File: config.mk
export PLATFORM = sky130hd
export DESIGN_NAME = lsu_ctrl
export DESIGN_NICKNAME = d
export VERILOG_FILES = /design/src/rtl/lsu_ctrl.sv
export SDC_FILE = /design/constraint.sdc
export NUM_CORES = 1
export LEC_CHECK = 0
export BUFFER_PORTS_ARGS = -buffer_cell sky130_fd_sc_hd__buf_2
export CORE_MARGIN = 10
export CORE_UTILIZATION = 53
export CTS_CLUSTER_DIAMETER = 150
export DETAILED_ROUTE_END_ITERATION = 16
export PLACE_DENSITY_LB_ADDON = 0.05
export SETUP_SLACK_MARGIN = 0.02
export SLEW_MARGIN = 10
export SYNTH_ARGS = -nofsm -noshare
export SYNTH_HDL_FRONTEND = slang
export SYNTH_SLANG_ARGS = --single-unit
File: constraint.sdc
create_clock -name clk -period 2.77 [get_ports clk]
set_input_delay 0.4155 -clock clk [delete_from_list [all_inputs] [get_ports clk]]
set_output_delay 0.4155 -clock clk [all_outputs]
set_load 0.01 [all_outputs]
File: src/rtl/lsu_ctrl.sv
// RV32I load/store controller for a word-organised data memory: byte/halfword
// extraction with sign/zero extension on loads, read-modify-write for sub-word stores.
module lsu_ctrl #(
    parameter int ADDR_W = 32
) (
    input  logic              clk,
    input  logic              rst_n,
    input  logic              req_valid,
    output logic              req_ready,
    input  logic              req_store,
    input  logic [2:0]        req_funct3,
    input  logic [ADDR_W-1:0] req_addr,
    input  logic [31:0]       req_wdata,
    output logic              resp_valid,
    output logic [31:0]       resp_rdata,
    output logic              resp_err,
    output logic              mem_read,
    output logic              mem_write,
    output logic [ADDR_W-1:0] mem_addr,
    output logic [31:0]       mem_wdata,
    input  logic [31:0]       mem_rdata
);

    typedef enum logic [1:0] {IDLE, READ, WRITE, RESP} state_t;

    state_t      state_r;
    logic        store_r;
    logic [2:0]  funct3_r;
    logic [1:0]  lane_r;
    logic [31:0] wdata_r;
    logic        req_bad_s;

    // Illegal funct3 for the direction, or an access not naturally aligned.
    function automatic logic is_bad(input logic st, input logic [2:0] f3, input logic [1:0] a);
        logic bad;
        case (f3)
            3'b000:         bad = 1'b0;
            3'b001:         bad = a[0];
            3'b010:         bad = (a != 2'b00);
            3'b100, 3'b101: bad = st;
            default:        bad = 1'b1;
        endcase
        return bad;
    endfunction

    function automatic logic [31:0] load_extract(input logic [31:0] w, input logic [2:0] f3,
                                                 input logic [1:0] a);
        logic [7:0]  b;
        logic [15:0] h;
        logic [31:0] r;
        case (a)
            2'd0:    b = w[7:0];
            2'd1:    b = w[15:8];
            2'd2:    b = w[23:16];
            default: b = w[31:24];
        endcase
        h = a[1] ? w[31:16] : w[15:0];
        case (f3)
            3'b000:  r = {{24{b[7]}}, b};
            3'b001:  r = {{16{h[15]}}, h};
            3'b010:  r = w;
            3'b100:  r = {24'd0, b};
            3'b101:  r = {16'd0, h};
            default: r = 32'd0;
        endcase
        return r;
    endfunction

    // Replace only the addressed lane of the word read back from memory.
    function automatic logic [31:0] store_merge(input logic [31:0] w, input logic [2:0] f3,
                                                input logic [1:0] a, input logic [31:0] wd);
        logic [31:0] m;
        m = w;
        case (f3)
            3'b000: begin
                case (a)
                    2'd0:    m[7:0]   = wd[7:0];
                    2'd1:    m[15:8]  = wd[7:0];
                    2'd2:    m[23:16] = wd[7:0];
                    default: m[31:24] = wd[7:0];
                endcase
            end
            3'b001: begin
                if (a[1]) m[31:16] = wd[15:0];
                else      m[15:0]  = wd[15:0];
            end
            default: m = wd;
        endcase
        return m;
    endfunction

    assign req_bad_s = is_bad(req_store, req_funct3, req_addr[1:0]);

    // Transaction FSM; every port output is a register updated here.
    always_ff @(posedge clk or negedge rst_n) begin
        if (!rst_n) begin
            state_r    <= IDLE;
            store_r    <= 1'b0;
            funct3_r   <= 3'd0;
            lane_r     <= 2'd0;
            wdata_r    <= 32'd0;
            req_ready  <= 1'b1;
            resp_valid <= 1'b0;
            resp_err   <= 1'b0;
            resp_rdata <= 32'd0;
            mem_read   <= 1'b0;
            mem_write  <= 1'b0;
            mem_addr   <= {ADDR_W{1'b0}};
            mem_wdata  <= 32'd0;
        end else begin
            case (state_r)
                IDLE: begin
                    if (req_valid) begin
                        store_r   <= req_store;
                        funct3_r  <= req_funct3;
                        lane_r    <= req_addr[1:0];
                        wdata_r   <= req_wdata;
                        req_ready <= 1'b0;
                        mem_addr  <= {req_addr[ADDR_W-1:2], 2'b00};
                        if (req_bad_s) begin
                            state_r    <= RESP;
                            resp_valid <= 1'b1;
                            resp_err   <= 1'b1;
                            resp_rdata <= 32'd0;
                        end else if (req_store && (req_funct3 == 3'b010)) begin
                            state_r   <= WRITE;
                            mem_write <= 1'b1;
                            mem_wdata <= req_wdata;
                        end else begin
                            state_r  <= READ;
                            mem_read <= 1'b1;
                        end
                    end else begin
                        state_r <= IDLE;
                    end
                end
                READ: begin
                    mem_read <= 1'b0;
                    if (store_r) begin
                        state_r   <= WRITE;
                        mem_write <= 1'b1;
                        mem_wdata <= store_merge(mem_rdata, funct3_r, lane_r, wdata_r);
                    end else begin
                        state_r    <= RESP;
                        resp_valid <= 1'b1;
                        resp_err   <= 1'b0;
                        resp_rdata <= load_extract(mem_rdata, funct3_r, lane_r);
                    end
                end
                WRITE: begin
                    mem_write  <= 1'b0;
                    state_r    <= RESP;
                    resp_valid <= 1'b1;
                    resp_err   <= 1'b0;
                    resp_rdata <= 32'd0;
                end
                RESP: begin
                    state_r    <= IDLE;
                    resp_valid <= 1'b0;
                    resp_err   <= 1'b0;
                    req_ready  <= 1'b1;
                    mem_addr   <= {ADDR_W{1'b0}};
                    mem_wdata  <= 32'd0;
                end
                default: begin
                    state_r    <= IDLE;
                    resp_valid <= 1'b0;
                    resp_err   <= 1'b0;
                    req_ready  <= 1'b1;
                    mem_read   <= 1'b0;
                    mem_write  <= 1'b0;
                    mem_addr   <= {ADDR_W{1'b0}};
                    mem_wdata  <= 32'd0;
                end
            endcase
        end
    end

endmodule

==> impl_metrics.py <==
metrics = {
    "clock_tree": {
        "cts.path.max_buffers": 2,
        "clkTransAtPathRegs_ps": 60,
        "clk_latency_ps": 420,
        "root_buffer": "clkbuf_16",
        "cts_htree_levels": 4,
        "cts-buffers-inserted": 17,
        "cts_tree": "built",
        "cts.sinks": 139,
    },
    "synth": {
        "synth-async-reset-ratio": 1.00,
        "synthesis.area_um2": 7170,
        "synth-seq-cells": 139,
        "synth_area_per_cell_um2": 11.7,
        "ys_seq_area_frac": 0.486,
        "ys_warn_count": 0,
        "yosys.area.top_type": "dfrtp_1",
        "synth-edff-count": 0,
        "synth_area_leaders": "dfrtp_1 (48%), mux2_2 (8.2%), a22o_1 (4.5%), o2bb2ai_1 (3.9%), a22oi_1 (3.2%)",
        "synth_top_area_share": 0.482,
        "synth_flop_cell": "dfrtp_1",
        "syn-instance-count": 615,
        "synth_cell_type_count": 63,
    },
    "floorplan": {
        "die_x_um": 136,
        "num_io_pins": 204,
        "start_util": 0.541,
        "die_y_um": 136,
        "num_rows": 42,
        "die-area_um2": 18600,
        "coreArea_um2": 13200,
    },
    "timing": {
        "tns_ps": 0,
        "hold_viol": 0,
        "period_share": 0.900,
        "rsz0062_at_grt": "no",
        "finalCriticalPeriod_ps": 2490,
        "final_max_slew_viol_count": 0,
        "fin_worst_skew_ps": 6.70,
        "fmax_ghz": 0.401,
        "maxSlewHeadroom": 0.218,
        "tightest_slew_ps": 1160,
        "report.final.setup_viol": 0,
    },
    "worst_hold_path": {
        "hold_path_class": "primary input to register",
        "hold-path-cell-count": 2,
        "min_from": "req_addr[20]",
        "min_to": "mem_addr[20]",
    },
    "setup_path": {
        "ff2ff_path_depth": 7,
        "worstPathRequired_ps": 3030,
        "critical_path_class": "register to register",
        "reg2reg_slack_ps": 280,
        "cp-start-kind": "register",
        "reg2reg_from": "state_r[1]",
        "cp.arrival_ps": 2750,
        "r2r-end": "mem_wdata[25]",
        "path_max_fanout": 37,
        "crit_path_end_kind": "register",
    },
    "pwr": {
        "pwr_density_cell_nw_per_um2": 1260,
        "power.static_leakage_nw": 4.01,
        "peakVddDrop_mv": 0.560,
        "finalPower_mw": 11.0,
    },
    "global_routing": {
        "grt_overflow": 0,
        "grt_max_degree": 59,
        "grt_usage": 0.247,
        "grt_antenna_before_repair": 1,
        "grt_pass1_wl_um": 36000,
        "grt_pass1_vias": 6492,
    },
    "placed_design": {
        "gp_congestion": 0.930,
        "hpwlAfterDp_um": 17300,
        "portBuffers": 201,
    },
    "route": {
        "drtAntennaViolNets": 0,
        "avgRoutedWirePerCell_um": 23.1,
        "first_iter_violations": 523,
        "wl_met3_um": 1880,
        "drc_errors": 0,
        "vias_per_cell": 6.28,
        "vias": 6204,
        "wl_met1_um": 9570,
        "route.top_layer_used": "met5",
        "dr.pass1.iters": 6,
        "wl_um": 22900,
        "dr_wl_met2_um": 10900,
    },
    "flow_run": {
        "cap_violations": 0,
    },
    "layout": {
        "final_nets": 906,
        "antenna_cells": 0,
        "drive_gt1_frac": 0.406,
        "seq_area_um2": 3480,
        "area_delta_synth_final_pct": 22.6,
        "multi_input_area_um2": 3330,
        "final_core_util": 0.664,
        "nFillCells": 1107,
    },
    "outcome": {
        "outcome": "complete, no violations",
    },
}
[Yosys cell counts, types with 2 or more instances]
library cell and count:
a31oi_1 27, buf_2 14, a21o_1 11, a221oi_1 14, mux2_2 52, a21boi_0 9, and3_1 8, dfrtp_1 138
clkbuf_1 23, o21ai_0 16, or2_1 2, a22oi_1 31, and2_1 5, nand2b_1 3, a222oi_1 8, buf_6 9
o32ai_1 7, nand4_1 2, o21a_1 2, nand3_4 2, clkinv_1 2, a21oi_1 37, nor2_1 7, o2bb2ai_1 32
inv_1 6, buf_1 2, nor3_1 5, nand2_1 32, o21ai_1 2, a32oi_1 8, ha_1 4, nand3_1 2
mux4_2 8, mux2i_1 4, nor2b_1 9, buf_4 9, a22o_1 37
[layer usage]
layer,vias to the layer above,GRT usage
li1,2790,-
met1,3069,0.319
met2,301,0.387
met3,42,0.0723
met4,2,0.0864
met5,-,0
[per-stage QoR]
step	setup slack, ps	area [um2]	std cells	hold WS [ps]
floorplan	828	7170	616	120
CTS	303	8790	988	196
finish	277	8790	988	210
global placement	494	8230	955	365
detailed placement	310	8230	955	373
global route	80.5	8790	988	199
[area by class of cell]
class	count	share of cell area
Clock buffer	20	0.0520
Multi-Input combinational cell	412	0.379
Timing Repair Buffer	221	0.134
Sequential cell	139	0.396
Inverter	8	0.00342
Clock inverter	12	0.0104
Tap cell	176	0.0251
[cells by family (layout without fill, tap and decap cells)]
| logic type | Yosys count | after routing | share of synthesized area |
|---|---|---|---|
| other | 1 | 2 | 0.000523 |
| multiplexers | 64 | 64 | 0.112 |
| buffers and inverters | 65 | 261 | 0.0506 |
| AND/OR/NAND/NOR | 90 | 90 | 0.0763 |
| adder cells (fa/ha/maj) | 4 | 4 | 0.00698 |
| flip-flops | 139 | 139 | 0.486 |
| AO/OA/AOI/OAI | 252 | 252 | 0.268 |
[critical path, cell delays in order, from the launching register on]
cell     delay, ps
dfrtp_1        400
inv_1           90
ha_1           440
and2_1         280
buf_4          450
a31oi_1        340
o32ai_1        230
a21oi_1        100
[worst max path at each step]
| stage | cells after the start | from | slack (ps) | endpoint |
|---|---|---|---|---|
| after global placement | 7 | state_r[0] | 490 | mem_wdata[30] |
| after CTS | 7 | state_r[1] | 300 | mem_wdata[25] |
| after detailed placement | 7 | state_r[0] | 310 | mem_wdata[25] |
| after global routing | 7 | state_r[1] | 80 | mem_wdata[25] |
| after floorplan | 7 | state_r[0] | 830 | wdata_r[27] |
| final | 7 | state_r[1] | 280 | mem_wdata[25] |
[cell usage in the layout (no fill, tap or decap), types with 6 or more instances in the layout]
master / count
a22oi_1: 31
buf_4: 18
mux2_2: 52
a21oi_1: 37
nand2_1: 32
mux4_2: 8
a221oi_1: 14
buf_2: 200
a22o_1: 37
a21boi_0: 9
inv_1: 6
dfrtp_1: 138
nor2b_1: 9
a32oi_1: 8
o21ai_0: 16
o32ai_1: 7
o2bb2ai_1: 32
a21o_1: 11
a222oi_1: 8
and3_1: 8
clkbuf_16: 17
a31oi_1: 27
[sequential cells by signal (all words and copies together) (netlist names)]
| signal | count |
|---|---|
| mem_wdata | 32 |
| lane_r | 2 |
| mem_read | 1 |
| resp_rdata | 32 |
| funct3_r | 3 |
| mem_addr | 30 |
| mem_write | 1 |
| state_r | 2 |
| store_r | 1 |
| req_ready | 1 |
| wdata_r | 32 |
| resp_err | 1 |
| resp_valid | 1 |
[what timing repair did]
action | 4_1_cts | 5_1_grt
gates resized for setup | 0 | 0
endpoints found under the setup margin | 0 | 0
hold endpoints to repair | 45 | 0
hold buffers | 1 | 0
setup buffers | 0 | 0
[power breakdown]
| part | internal [mW] | switching [mW] |
|---|---|---|
| clock network | 1.20 | 0.895 |
| logic | 2.30 | 3.06 |
| registers | 2.92 | 0.668 |
| total | 6.41 | 4.62 |
Note: power is estimated with default switching activity, not from simulation.
